$ cat src/rtl/noc_local_inject_arbiter_if.sv
// Local-injection handshake bundle: per-source flit inputs, the single router-facing flit output and status.
// master = sources/router/observer side, slave = arbiter side.
`ifndef Noc_Data_Width
`define Noc_Data_Width 32
`endif

interface noc_local_inject_arbiter_if #(
  parameter int NUM_REQ = 4,
  parameter int DATA_W  = `Noc_Data_Width,
  parameter int CNT_W   = 16,
  parameter int GNT_W   = (NUM_REQ > 1) ? $clog2(NUM_REQ) : 1
);
  logic [NUM_REQ-1:0]        in_valid;
  logic [NUM_REQ-1:0]        in_ready;
  logic [NUM_REQ*DATA_W-1:0] in_flit;
  logic [NUM_REQ-1:0]        in_is_header;
  logic [NUM_REQ-1:0]        in_is_tail;
  logic                      out_valid;
  logic                      out_ready;
  logic [DATA_W-1:0]         out_flit;
  logic                      out_is_header;
  logic                      out_is_tail;
  logic [GNT_W-1:0]          grant_id;
  logic                      busy;
  logic [CNT_W-1:0]          pkt_cnt;
  logic                      err_sticky;

  modport slave (
    input  in_valid, in_flit, in_is_header, in_is_tail, out_ready,
    output in_ready, out_valid, out_flit, out_is_header, out_is_tail,
           grant_id, busy, pkt_cnt, err_sticky
  );

  modport master (
    output in_valid, in_flit, in_is_header, in_is_tail, out_ready,
    input  in_ready, out_valid, out_flit, out_is_header, out_is_tail,
           grant_id, busy, pkt_cnt, err_sticky
  );
endinterface

$ cat src/rtl/noc_local_inject_arbiter.sv
// Packet-level round-robin share of one router injection port; 1-cycle registered flit path, 1 idle arbitration cycle per packet.
// Backpressure: the owner's in_ready follows the output stage (free or draining); a held output flit is never dropped.
`ifndef Noc_Data_Width
`define Noc_Data_Width 32
`endif

module noc_local_inject_arbiter #(
  parameter int NUM_REQ = 4,
  parameter int DATA_W  = `Noc_Data_Width,
  parameter int CNT_W   = 16
) (
  input  logic                       noc_clk,
  input  logic                       noc_rst,
  noc_local_inject_arbiter_if.slave  bus
);

  localparam int GNT_W = (NUM_REQ > 1) ? $clog2(NUM_REQ) : 1;

  typedef enum logic {IDLE, LOCK} state_e;

  state_e              state_q, state_d;
  logic [GNT_W-1:0]    grant_q, grant_d;
  logic                first_q, first_d;
  logic                out_valid_q, out_valid_d;
  logic [DATA_W-1:0]   out_flit_q, out_flit_d;
  logic                out_hdr_q, out_hdr_d;
  logic                out_tail_q, out_tail_d;
  logic [CNT_W-1:0]    pkt_cnt_q, pkt_cnt_d;
  logic                err_q, err_d;

  logic [NUM_REQ-1:0]  eligible;
  logic [NUM_REQ-1:0]  drain;
  logic [NUM_REQ-1:0]  in_ready;
  logic [GNT_W-1:0]    pick;
  logic                pick_vld;
  logic                stage_free;
  logic                out_fire;
  logic                sel_valid;
  logic                sel_hdr;
  logic                sel_tail;
  logic [DATA_W-1:0]   sel_flit;

  assign eligible   = bus.in_valid & bus.in_is_header;
  assign drain      = bus.in_valid & ~bus.in_is_header;
  assign stage_free = !out_valid_q || bus.out_ready;
  assign out_fire   = out_valid_q && bus.out_ready;

  assign sel_valid = bus.in_valid[grant_q];
  assign sel_hdr   = bus.in_is_header[grant_q];
  assign sel_tail  = bus.in_is_tail[grant_q];
  assign sel_flit  = bus.in_flit[int'(grant_q)*DATA_W +: DATA_W];

  // Round-robin search starts one past the last owner.
  always_comb begin
    int unsigned idx;
    idx      = 0;
    pick     = grant_q;
    pick_vld = 1'b0;
    for (int k = 1; k <= NUM_REQ; k++) begin
      idx = (int'(grant_q) + k) % NUM_REQ;
      if (!pick_vld && eligible[idx[GNT_W-1:0]]) begin
        pick     = idx[GNT_W-1:0];
        pick_vld = 1'b1;
      end
    end
  end

  always_comb begin
    state_d     = state_q;
    grant_d     = grant_q;
    first_d     = first_q;
    err_d       = err_q;
    out_valid_d = out_valid_q;
    out_flit_d  = out_flit_q;
    out_hdr_d   = out_hdr_q;
    out_tail_d  = out_tail_q;
    pkt_cnt_d   = pkt_cnt_q;
    in_ready    = '0;

    if (out_fire) begin
      out_valid_d = 1'b0;
      if (out_tail_q) pkt_cnt_d = pkt_cnt_q + 1'b1;
    end

    case (state_q)
      IDLE: begin
        // Headerless flits arriving outside a packet are swallowed and flagged.
        in_ready = drain;
        if (|drain) err_d = 1'b1;
        if (pick_vld) begin
          grant_d = pick;
          first_d = 1'b1;
          state_d = LOCK;
        end
      end
      LOCK: begin
        in_ready[grant_q] = stage_free;
        if (sel_valid && stage_free) begin
          out_valid_d = 1'b1;
          out_flit_d  = sel_flit;
          out_hdr_d   = sel_hdr;
          out_tail_d  = sel_tail;
          first_d     = 1'b0;
          if (sel_hdr && !first_q) err_d = 1'b1;
          if (sel_tail) state_d = IDLE;
        end
      end
      default: state_d = IDLE;
    endcase
  end

  always_ff @(posedge noc_clk or posedge noc_rst) begin
    if (noc_rst) begin
      state_q     <= IDLE;
      grant_q     <= GNT_W'(NUM_REQ - 1);
      first_q     <= 1'b0;
      out_valid_q <= 1'b0;
      out_flit_q  <= '0;
      out_hdr_q   <= 1'b0;
      out_tail_q  <= 1'b0;
      pkt_cnt_q   <= '0;
      err_q       <= 1'b0;
    end else begin
      state_q     <= state_d;
      grant_q     <= grant_d;
      first_q     <= first_d;
      out_valid_q <= out_valid_d;
      out_flit_q  <= out_flit_d;
      out_hdr_q   <= out_hdr_d;
      out_tail_q  <= out_tail_d;
      pkt_cnt_q   <= pkt_cnt_d;
      err_q       <= err_d;
    end
  end

  assign bus.in_ready      = in_ready;
  assign bus.out_valid     = out_valid_q;
  assign bus.out_flit      = out_flit_q;
  assign bus.out_is_header = out_hdr_q;
  assign bus.out_is_tail   = out_tail_q;
  assign bus.grant_id      = grant_q;
  assign bus.busy          = (state_q == LOCK);
  assign bus.pkt_cnt       = pkt_cnt_q;
  assign bus.err_sticky    = err_q;

endmodule

$ cat src/flat_wrapper.sv
// flat-port wrapper written by rule: the top's interface ports become plain ports
module noc_local_inject_arbiter_flat 
#(
  parameter int NUM_REQ = 4,
  parameter int DATA_W  = `Noc_Data_Width,
  parameter int CNT_W   = 16
)
  (noc_clk, noc_rst, bus_in_valid, bus_in_flit, bus_in_is_header, bus_in_is_tail, bus_out_ready, bus_in_ready, bus_out_valid, bus_out_flit, bus_out_is_header, bus_out_is_tail, bus_grant_id, bus_busy, bus_pkt_cnt, bus_err_sticky);
  noc_local_inject_arbiter_if #(.NUM_REQ(NUM_REQ), .DATA_W(DATA_W), .CNT_W(CNT_W)) bus_i ();
  input  logic noc_clk;
  input  logic noc_rst;
  input wire logic [$bits(bus_i.in_valid)-1:0] bus_in_valid;
  input wire logic [$bits(bus_i.in_flit)-1:0] bus_in_flit;
  input wire logic [$bits(bus_i.in_is_header)-1:0] bus_in_is_header;
  input wire logic [$bits(bus_i.in_is_tail)-1:0] bus_in_is_tail;
  input wire logic [$bits(bus_i.out_ready)-1:0] bus_out_ready;
  output wire logic [$bits(bus_i.in_ready)-1:0] bus_in_ready;
  output wire logic [$bits(bus_i.out_valid)-1:0] bus_out_valid;
  output wire logic [$bits(bus_i.out_flit)-1:0] bus_out_flit;
  output wire logic [$bits(bus_i.out_is_header)-1:0] bus_out_is_header;
  output wire logic [$bits(bus_i.out_is_tail)-1:0] bus_out_is_tail;
  output wire logic [$bits(bus_i.grant_id)-1:0] bus_grant_id;
  output wire logic [$bits(bus_i.busy)-1:0] bus_busy;
  output wire logic [$bits(bus_i.pkt_cnt)-1:0] bus_pkt_cnt;
  output wire logic [$bits(bus_i.err_sticky)-1:0] bus_err_sticky;
  assign bus_i.in_valid = bus_in_valid;
  assign bus_i.in_flit = bus_in_flit;
  assign bus_i.in_is_header = bus_in_is_header;
  assign bus_i.in_is_tail = bus_in_is_tail;
  assign bus_i.out_ready = bus_out_ready;
  assign bus_in_ready = bus_i.in_ready;
  assign bus_out_valid = bus_i.out_valid;
  assign bus_out_flit = bus_i.out_flit;
  assign bus_out_is_header = bus_i.out_is_header;
  assign bus_out_is_tail = bus_i.out_is_tail;
  assign bus_grant_id = bus_i.grant_id;
  assign bus_busy = bus_i.busy;
  assign bus_pkt_cnt = bus_i.pkt_cnt;
  assign bus_err_sticky = bus_i.err_sticky;
  noc_local_inject_arbiter #(.NUM_REQ(NUM_REQ), .DATA_W(DATA_W), .CNT_W(CNT_W)) u_core (.noc_clk(noc_clk), .noc_rst(noc_rst), .bus(bus_i));
endmodule
$ cat config.mk
export PLATFORM = sky130hd
export DESIGN_NAME = noc_local_inject_arbiter_flat
export DESIGN_NICKNAME = d
export VERILOG_FILES = /design/src/rtl/noc_local_inject_arbiter_if.sv /design/src/rtl/noc_local_inject_arbiter.sv /design/src/flat_wrapper.sv
export SDC_FILE = /design/constraint.sdc
export NUM_CORES = 1
export LEC_CHECK = 0
export BUFFER_PORTS_ARGS = -buffer_cell sky130_fd_sc_hd__buf_2
export CAP_MARGIN = 20
export CORE_MARGIN = 4
export CORE_UTILIZATION = 40
export CTS_BUF_LIST = sky130_fd_sc_hd__clkbuf_16
export CTS_CLUSTER_SIZE = 10
export DETAILED_ROUTE_END_ITERATION = 10
export PLACE_DENSITY_LB_ADDON = 0.2
export SYNTH_ARGS = -nofsm -noshare
export SYNTH_HDL_FRONTEND = slang
export SYNTH_SLANG_ARGS = --single-unit
$ cat constraint.sdc
create_clock -name noc_clk -period 2 [get_ports noc_clk]
set_clock_uncertainty 0.15 [all_clocks]
set_input_delay 0.3 -clock noc_clk [delete_from_list [all_inputs] [get_ports noc_clk]]
set_output_delay 0.3 -clock noc_clk [all_outputs]
set_load 0.005 [all_outputs]
* Yosys cells after proc, flatten, opt, wreduce, memory -nomap -nowiden
Cells that the tools add are included.
** Cells by class
- Shifts and indexed selects :: 1
- Add/subtract/negate cells :: 5
- Divide/modulo/power cells :: 0
- Multiplexer cells :: 39
- Reductions and logical operators :: 20
- $mul :: 0
- Bitwise logic cells :: 5
- Order comparisons :: 6
- Equal/unequal tests :: 4
** Operators by type and width (number)
- indexed part select 128 x 8 -> 32 bit :: 1
- 2-to-1 mux 1 bit :: 23
- adder 16 x 1 -> 16 bit, second input constant :: 1
- < comparator 2 x 3 -> 1 bit, second input constant :: 5
- binary-select mux 1 bit (select 2 bit) :: 7
- bitwise AND 4 bit :: 3
- 2-to-1 mux 2 bit :: 4
- case mux 4 bit (2 select lines) :: 1
- logical AND 1 bit :: 7
- case mux 1 bit (2 select lines) :: 3
- AND reduction 2 bit :: 3
- AND reduction 3 bit :: 2
- logical NOT 1 bit :: 5
- adder 2 x 1 -> 2 bit, second input constant :: 2
- adder 2 bit, second input constant :: 2
- != test 2 x 1 -> 1 bit, second input constant :: 2
- != test 2 bit, second input constant :: 2
- inverter 4 bit :: 1
- nonzero test 4 bit :: 1
- OR reduction 4 bit :: 1
- demux 1 bit (select 2 bit) :: 1
- greater-or-equal comparator 2 x 1 -> 1 bit, second input constant :: 1
- logical OR 1 bit :: 1
- inverter 1 bit :: 1
** Storage, ports and cells
- Register bits :: 56
- Memories :: 0
- Bits of input ports :: 143
- Memory bits (read-only) :: 0
- Bits in writable memories :: 0
- Latch bits :: 0
- Output and inout bits :: 59

* Longest topological paths before layout
Gate-level depths: netlist of the first run.
- Depth after elaboration :: 15
- Depth in mapped cells :: 6

* Least setup slack after synthesis of the first run
OpenSTA, ideal clock, no wires.
- Path type :: reg2reg
- Start :: register u_core.grant_q[0] (netlist: u_core.bus.grant_id[0])
- End :: register u_core.out_flit_q[0] (netlist: u_core.bus.out_flit[0])
- Stages on the path, launching flop included :: 6
- Data arrival time :: 1.867 ns
- Setup slack :: -0.141 ns
- Clock period less this slack :: 2.141 ns
- Cell sequence :: dfstp_2 > buf_6 > mux4_2 > nand3_4 > buf_6 > mux2_2
** On the way
- Word-level cells in the longest chain between the ends :: 4
- Elaborated cells on any way between the ends :: 5
** RTL lines
- start: declaration :: RTL line noc_local_inject_arbiter.sv:22 : logic [GNT_W-1:0] grant_q, grant_d;
- start signal: assignment :: RTL line noc_local_inject_arbiter.sv:115 : grant_q <= GNT_W'(NUM_REQ - 1);
- start signal: assignment :: RTL line noc_local_inject_arbiter.sv:125 : grant_q <= grant_d;
- branches (longest 4 deep; another with indexed part select 128 x 8 -> 32 bit)
- end signal: assignment :: RTL line noc_local_inject_arbiter.sv:128 : out_flit_q <= out_flit_d;
- end: declaration :: RTL line noc_local_inject_arbiter.sv:25 : logic [DATA_W-1:0] out_flit_q, out_flit_d;
Parallel ways; which one is timed is not known. The select of a mux whose other input is x is not followed.
A chain may end at the register's enable or synchronous reset.

* Worst setup path after layout of the first run
- Start :: register u_core.grant_q[0] (netlist: u_core.bus.grant_id[0])
- End :: register u_core.out_flit_q[7] (netlist: u_core.bus.out_flit[7])
Same word-level chain as after synthesis.

==> metrics.log, run 1 <==
INFO  metric worstReg2RegEnd = u_core.bus.out_flit[7]$_DFFE_PP0P_
INFO  metric hpwl = 7.426 mm
INFO  metric rows = 33
INFO  metric crit_path_cell_trace = mux4_2 > nand3_4 > buf_12 > mux2_2
INFO  metric layout-area-overhead-vs-synth = 47.24%
INFO  metric globalRouteTotalUtil = 18.21%
INFO  metric final_cell_mix = 201 x sky130_fd_sc_hd__buf_2, 54 x sky130_fd_sc_hd__dfrtp_1, 36 x sky130_fd_sc_hd__mux4_2, 23 x sky130_fd_sc_hd__mux2_2
INFO  metric vias_per_cell = 5.151
INFO  metric clk_root_buffer_cell = sky130_fd_sc_hd__clkbuf_16
INFO  metric worst_hold_startpoint = bus_in_valid[0]
INFO  metric critical_path.max_fanout = 20
INFO  metric yosys.area_share.xor_xnor = 4.209%
INFO  metric max_slew_margin = 70.90%
INFO  metric leading_cell_type_in_the_layout_fill_and_taps_excluded = sky130_fd_sc_hd__buf_2
INFO  metric synth_compound_area_share = 3.758%
INFO  metric syn_inst = 241
INFO  metric synth_fa_ha_area_share = 1.879%
INFO  metric wirelength = 9.243 mm
INFO  metric dpl_cell_area = 4528 um^2
INFO  metric power.switching = 2260 uW
INFO  metric critPathCaptureType = flop
INFO  metric p_per_area = 1371 nW/um^2
INFO  metric asyncSetResetFlopFracSynth = 100.0%
INFO  metric wirelength_met1 = 3.496 mm
INFO  metric dr_total_vias = 2,895
INFO  metric layout_setup_ws = -0.05964 ns
INFO  metric syn_area_per_cell = 13.82 um^2
INFO  metric place.detailed.instances = 547
INFO  metric number_of_antenna_violations_at_the_first_check_in_global_routing = 0
INFO  metric slowest_delay = 0.57 ns
INFO  metric crit_start = u_core.bus.grant_id[0]$_DFFE_PP1P_
INFO  metric data_required_time_of_the_critical_path = 2.02 ns
INFO  metric port-buffer-count = 201
INFO  metric worstSkewPairLatency = 0.29 ns
INFO  metric count_of_unique_library_cells_instantiated_by_yosys = 37
INFO  metric worstHoldPathType = primary input to flop
INFO  metric rr_startpoint = u_core.bus.grant_id[0]$_DFFE_PP1P_
INFO  metric regToRegSetupSlack = -0.06 ns
INFO  metric n_antenna_cell = 0
INFO  metric gr-total-overflow = 0
INFO  metric count_of_flip_flops_with_a_built_in_enable_after_synthesis = 0
INFO  metric worst_ir_drop_vdd = 0.0006745 V
INFO  metric switching_share = 33.63%
INFO  metric post-route-min-period = 2.060 ns
INFO  metric clock_transition_at_path_regs = 0.07 ns
INFO  metric first_global_vias = 2,987
INFO  metric timing.critical_path.from_type = flop
INFO  metric max_cap_violations = 0
INFO  metric cts.sink_count = 56
INFO  metric seqCellArea = 1404 um^2
INFO  metric finish.cell_count_without_fillers = 562
INFO  metric routed_wire_length_per_instance = 16.45 um
INFO  metric dr_iter_0_viols = 69
INFO  metric worst-r2r-cell-count = 4
INFO  metric synthTopCellsByArea = sky130_fd_sc_hd__dfrtp_1 41%, sky130_fd_sc_hd__mux4_2 24%, sky130_fd_sc_hd__mux2_2 11%
INFO  metric maxClockFrequency = 485.5 MHz
INFO  metric cell_internal_pwr = 4459 uW
INFO  metric netlist.top_cell.by_area = sky130_fd_sc_hd__dfrtp_1
INFO  metric tritoncts = yes
INFO  metric drc_violations = 0
INFO  metric share_of_synthesized_cell_area_in_and_or_nand_and_nor_gates = 8.455%
INFO  metric die_x = 99.24 um
INFO  metric grt_pass1_wl = 14.43 mm
INFO  metric yosys.area.top_type_share = 40.59%
INFO  metric yosys_register_bits = 56
INFO  metric leakage_power_of_the_design = 0.002404 uW
INFO  metric synth.mux.area_fraction = 35.85%
INFO  metric die_area = 9848 um^2
INFO  metric timing_worst_slew_pin_value = 0.4365 ns
INFO  metric outcome = finished, violations left
INFO  metric violations = negative setup slack
INFO  metric yosysWarnings = 0
INFO  metric ios = 202
INFO  metric drive_gt1_share = 68.27%
INFO  metric hold_violations = 0
INFO  metric gp_congestion = 0.8352
INFO  metric num-nets-final = 604
INFO  metric ctsHtreeMaxLevel = 2
INFO  metric rsz_0062_raised_after_global_routing = true
INFO  metric dieHeight = 99.24 um
INFO  metric reg_power_share = 28.7%
INFO  metric coreArea = 8175 um^2
INFO  metric yosysSeqAreaShare = 42.16%
INFO  metric fill_cells = 697
INFO  metric detailedRoute.firstPassIterationCount = 5
INFO  metric routed.top_layer = met4
INFO  metric clk_network_pwr_share = 12.8%
INFO  metric setup.worst_path.end = u_core.bus.out_flit[7]$_DFFE_PP0P_
INFO  metric place_worst_setup_slack = -0.05696 ns
INFO  metric antenna_violating_nets_remaining = 0
INFO  metric power.combinational.fraction = 58.5%
INFO  metric stdcell_area = 4902 um^2
INFO  metric synthesis.nets = 389
INFO  metric total_power = 6719 uW
INFO  metric ys_dominant_reg_cell = sky130_fd_sc_hd__dfrtp_1
INFO  metric grt_max_degree = 33
INFO  metric whs_path_depth = 4
INFO  metric initial_core_utilization = 40.73%
INFO  metric multi_input_comb_area = 1903 um^2
INFO  metric synth_top_family_by_area = multiplexers
INFO  metric worst-setup-path-type = flop to flop
INFO  metric worst-endpoint-arrival = 2.08 ns
INFO  metric ctsLongestPathBuffers = 2
INFO  metric wl_met3 = 755 um
INFO  metric route.met2.wl = 4.898 mm
INFO  metric post_synthesis_instance_area = 3329 um^2
INFO  metric setup_viol = 36
INFO  metric cts-buffers-inserted = 5
INFO  metric slew_violations = 0
INFO  metric critical_path.slowest_cell = sky130_fd_sc_hd__dfstp_2
INFO  metric post-route-period-util = 103.0%
[worst max-delay path, delay by kind of cell (launching register included)]
family                 cells  cell delay (ns)
muxes                      2             0.90
DFF                        1             0.57
buffers and inverters      1             0.18
and+or+nand+nor            1             0.14
[layout make-up]
type                            instances  share of cell area, %
Clock inverter                          3                 0.4339
Clock buffer                            5                  2.552
Inverter                                7                 0.5360
Sequential cell                        56                  28.64
Tap cell                              105                  2.680
Multi-Input combinational cell        162                  38.82
Timing Repair Buffer                  224                  26.34
[routing by layer]
metal  global-route usage [%]  up-vias
met4                    3.992        0
met1                    22.39     1407
met3                    4.208        8
met5                        0        -
li1                         -     1345
met2                    32.64      135
[registers in the layout, indices dropped and copies added, names as in the netlist]
register                  count
u_core.bus.out_flit          32
u_core.first_q                1
u_core.bus.busy               1
u_core.bus.grant_id           2
u_core.bus.err_sticky         1
u_core.bus.out_valid          1
u_core.bus.out_is_tail        1
u_core.bus.out_is_header      1
u_core.bus.pkt_cnt           16
[through the flow]
step	hold WS [ns]	setup TNS [ns]	utilization, %
4_1_cts	0.2318	-1.454	58.45
2_1_floorplan	0.3142	-4.070	-
5_1_grt	0.2796	-2.912	59.96
3_5_place_dp	0.02303	-0.3841	55.39
3_3_place_gp	0.01947	-0.005039	55.39
6_report	0.2394	-1.203	59.96
[how the worst min path moves through the flow]
stage | end | slack [ns]
2_1_floorplan | u_core.bus.err_sticky$_DFFE_PP0P_ | 0.31
3_3_place_gp | u_core.bus.out_flit[2]$_DFFE_PP0P_ | 0.02
3_5_place_dp | u_core.bus.out_flit[8]$_DFFE_PP0P_ | 0.02
4_1_cts | u_core.bus.grant_id[1]$_DFFE_PP1P_ | 0.23
5_1_grt | u_core.bus.out_flit[2]$_DFFE_PP0P_ | 0.28
6_report | u_core.bus.grant_id[1]$_DFFE_PP1P_ | 0.24
[cells in the mapped netlist, types with 2 or more instances]
library cell               count
sky130_fd_sc_hd__clkbuf_1      6
sky130_fd_sc_hd__xnor2_1       6
sky130_fd_sc_hd__dfstp_2       2
sky130_fd_sc_hd__nor2_1        8
sky130_fd_sc_hd__nand4_1       4
sky130_fd_sc_hd__dfrtp_1      54
sky130_fd_sc_hd__ha_1          5
sky130_fd_sc_hd__nor3_1        5
sky130_fd_sc_hd__inv_1         7
sky130_fd_sc_hd__mux2_2       33
sky130_fd_sc_hd__buf_6         4
sky130_fd_sc_hd__nand3_1      12
sky130_fd_sc_hd__a21o_1        2
sky130_fd_sc_hd__nor3b_1       2
sky130_fd_sc_hd__nand2b_1      5
sky130_fd_sc_hd__o21ai_0       4
sky130_fd_sc_hd__xor2_1       10
sky130_fd_sc_hd__o211ai_1      4
sky130_fd_sc_hd__nand2_1      10
sky130_fd_sc_hd__a21oi_1       2
sky130_fd_sc_hd__buf_2         5
sky130_fd_sc_hd__mux4_2       36
[what timing repair did]
item	in CTS	in global routing
gates resized for setup	15	19
pin swaps	0	3
endpoints found under the setup margin	34	40
buffers inserted	3	2
gates cloned	0	1
hold buffers	1	0
endpoints found under the hold margin	7	0
[power by group through the flow]
stage	Clock, uW	Sequential, uW	Combinational [uW]
2_1_floorplan	0	1920	2230
3_3_place_gp	0	1910	3410
3_5_place_dp	0	1930	3480
4_1_cts	899	1920	3710
5_1_grt	946	1980	4270
6_report	862	1930	3930
[cell families after synthesis]
| family | count (synthesis) |
|---|---|
| xor+xnor | 16 |
| mux | 70 |
| buf+inv | 23 |
| fa+ha+maj | 5 |
| compound gates | 18 |
| flops | 56 |
| simple gates | 53 |
Power figures use the tool's default switching activity.
==> inputs of run 2 (changes only) <==
RECOVER_POWER = 50   (was unset)
SETUP_SLACK_MARGIN = 0.15   (was unset)
==> run 2 against run 1 <==
  * Count of clock-buffer cells in the layout is the same
  * The flow still finishes with violations (negative setup slack)
  * Highest routed layer unchanged
  * Largest power group unchanged
  * Non-clock buffer count grew 9
  * Setup slack lost 0.0096 ns
==> metrics.log, run 2 (synthesized netlist as in run 1, its figures left out) <==
INFO  metric outcome = finished, violations left
INFO  metric violations = negative setup slack
INFO  metric timing_worst_slew_pin_value = 0.7773 ns (+0.3409 ns)
INFO  metric cts-buffers-inserted = 5 (unchanged)
INFO  metric dpl_cell_area = 4536 um^2 (+0.17%)
INFO  metric globalRouteTotalUtil = 19.09% (+0.89 points)
INFO  metric ctsLongestPathBuffers = 2 (unchanged)
INFO  metric critical_path.max_fanout = 22 (+10%)
INFO  metric largest_register_ff_count = 32 (unchanged)
INFO  metric worst-setup-path-type = flop to flop
INFO  metric p_per_area = 1400 nW/um^2 (+2.2%)
INFO  metric cts.sink_count = 56 (unchanged)
INFO  metric final_cell_mix = 195 x sky130_fd_sc_hd__buf_2, 53 x sky130_fd_sc_hd__dfrtp_1, 36 x sky130_fd_sc_hd__mux4_2, 29 x sky130_fd_sc_hd__mux2_2, 13 x sky130_fd_sc_hd__buf_4
INFO  metric ctsHtreeMaxLevel = 2 (unchanged)
INFO  metric tritoncts = yes
INFO  metric crit_start = u_core.bus.grant_id[0]$_DFFE_PP1P_
INFO  metric slew_violations = 0 (unchanged)
INFO  metric worst_ir_drop_vdd = 0.0006939 V (+2.9%)
INFO  metric layout_setup_ws = -0.06927 ns (-0.009629 ns)
INFO  metric wirelength = 9.649 mm (+4.4%)
INFO  metric post-route-min-period = 2.069 ns (+0.009629 ns)
INFO  metric regToRegSetupSlack = -0.07 ns (about the same)
INFO  metric routed_wire_length_per_instance = 16.90 um (+2.7%)
INFO  metric whs_path_depth = 4 (unchanged)
INFO  metric critPathCaptureType = flop
INFO  metric worstReg2RegEnd = u_core.bus.out_flit[22]$_DFFE_PP0P_
INFO  metric n_antenna_cell = 0 (unchanged)
INFO  metric die_area = 9848 um^2 (unchanged)
INFO  metric maxClockFrequency = 483.3 MHz (-0.47%)
INFO  metric ios = 202 (unchanged)
INFO  metric num-nets-final = 613 (+1.5%)
INFO  metric clk_root_buffer_cell = sky130_fd_sc_hd__clkbuf_16
INFO  metric post-route-period-util = 103.5% (+0.48 points)
INFO  metric layout-area-overhead-vs-synth = 50.88%
INFO  metric hpwl = 7.178 mm (-3.3%)
INFO  metric port-buffer-count = 201 (unchanged)
INFO  metric stdcell_area = 5024 um^2 (+2.5%)
INFO  metric rows = 33 (unchanged)
INFO  metric worstHoldPathType = primary input to flop
INFO  metric grt_max_degree = 57 (+73%)
INFO  metric timing.critical_path.from_type = flop
INFO  metric dr_iter_0_viols = 123 (+78%)
INFO  metric leakage_power_of_the_design = 0.002453 uW (+2.1%)
INFO  metric coreArea = 8175 um^2 (unchanged)
INFO  metric first_global_vias = 3,085 (+3.3%)
INFO  metric vias_per_cell = 5.142 (-0.18%)
INFO  metric gr-total-overflow = 0 (unchanged)
INFO  metric drive_gt1_share = 68.45% (+0.18 points)
INFO  metric worst-endpoint-arrival = 2.10 ns (+0.02 ns)
INFO  metric max_slew_margin = 48.18% (-23 points)
INFO  metric rr_startpoint = u_core.bus.grant_id[0]$_DFFE_PP1P_
INFO  metric setup_viol = 32 (-11%)
INFO  metric hold_violations = 0 (unchanged)
INFO  metric dr_total_vias = 2,936 (+1.4%)
INFO  metric clock_transition_at_path_regs = 0.07 ns (about the same)
INFO  metric dieHeight = 99.24 um (unchanged)
INFO  metric detailedRoute.firstPassIterationCount = 4 (-1)
INFO  metric timing.setup.tns = -1.505 ns (-0.3014 ns)
INFO  metric drc_violations = 0 (unchanged)
INFO  metric rsz_0062_raised_after_global_routing = true
INFO  metric max_cap_violations = 0 (unchanged)
INFO  metric data_required_time_of_the_critical_path = 2.03 ns (about the same)
INFO  metric leading_cell_type_in_the_layout_fill_and_taps_excluded = sky130_fd_sc_hd__buf_2
INFO  metric routed.top_layer = met4
INFO  metric gp_congestion = 0.8295 (-0.68%)
INFO  metric number_of_antenna_violations_at_the_first_check_in_global_routing = 0 (unchanged)
INFO  metric initial_core_utilization = 40.73% (unchanged)
INFO  metric route.met2.wl = 5.100 mm (+4.1%)
INFO  metric place_worst_setup_slack = -0.05053 ns (+0.006429 ns)
INFO  metric grt_pass1_wl = 14.92 mm (+3.4%)
INFO  metric die_x = 99.24 um (unchanged)
INFO  metric wirelength_met1 = 3.808 mm (+8.9%)
INFO  metric wl_met3 = 637 um (-16%)
INFO  metric setup.worst_path.end = u_core.bus.out_flit[22]$_DFFE_PP0P_
INFO  metric worstSkewPairLatency = 0.29 ns (about the same)
INFO  metric antenna_violating_nets_remaining = 0 (unchanged)
INFO  metric worst-r2r-cell-count = 4 (unchanged)
run 2: cell count changes in the layout (fill, tap and decap cells not counted), moves of 5 or more:
cell	before	now
sky130_fd_sc_hd__clkbuf_1	0	5
sky130_fd_sc_hd__buf_6	2	8
sky130_fd_sc_hd__buf_2	201	195
sky130_fd_sc_hd__mux2_4	10	5
sky130_fd_sc_hd__mux2_2	23	29
run 2: area by class of cell:
cell class,instances,area (um^2)
Tap cell,105,131.4
Clock inverter,3,27.53
Timing Repair Buffer,233,1428
Sequential cell,56,1405
Inverter,7,28.78
Multi-Input combinational cell,162,1878
Fill cell,701,3152
Clock buffer,5,125.1
run 2: how the worst min path moves through the flow:
stage / from / endpoint / slack, ns
floorplan: u_core.bus.err_sticky$_DFFE_PP0P_ / u_core.bus.err_sticky$_DFFE_PP0P_ / 0.31
global placement: noc_rst / u_core.bus.pkt_cnt[2]$_DFFE_PP0P_ / 0.23
detailed placement: noc_rst / u_core.bus.out_flit[19]$_DFFE_PP0P_ / 0.24
CTS: bus_in_is_header[0] / u_core.bus.grant_id[1]$_DFFE_PP1P_ / 0.22
global route: bus_in_is_header[0] / u_core.bus.grant_id[1]$_DFFE_PP1P_ / 0.26
finish: bus_in_is_header[0] / u_core.bus.grant_id[1]$_DFFE_PP1P_ / 0.23
run 2: per-layer routing:
layer / GRT usage, % / vias to the layer above
li1: - / 1374
met1: 24.22 / 1435
met2: 33.47 / 118
met3: 3.857 / 9
met4: 4.832 / 0
met5: 0 / -
run 2: timing repair:
| item | in CTS | in global routing |
|---|---|---|
| hold buffers | 1 | 0 |
| cloned | 3 | 0 |
| endpoints found under the setup margin | 40 | 42 |
| endpoints found under the hold margin | 54 | 0 |
| resized for setup | 12 | 20 |
| pin swaps | 3 | 3 |
| buffers inserted | 10 | 6 |
run 2: metrics by stage:
stage	power, uW	util (%)	std cells	hold slack (ns)
after CTS	6819	59.95	565	0.2178
after detailed placement	5417	55.48	543	0.2351
after global routing	7515	61.45	571	0.2566
after floorplan	4164	-	241	0.3142
after global placement	5316	55.48	543	0.2313
final	7034	61.45	571	0.2343
run 2: where the power goes:
group	internal (uW)	switching (uW)	total (uW)	leakage (uW)
sequential	1620	311	1930	0.000668
combinational	2610	1600	4210	0.00171
clock	476	421	897	0.0000719
total	4700	2330	7030	0.00245
run 2: critical path: stages, from the launching register on:
cell and delay (ns):
sky130_fd_sc_hd__dfstp_2 0.57, sky130_fd_sc_hd__mux4_2 0.55, sky130_fd_sc_hd__nand3_4 0.14, sky130_fd_sc_hd__buf_12 0.18, sky130_fd_sc_hd__mux2_2 0.35
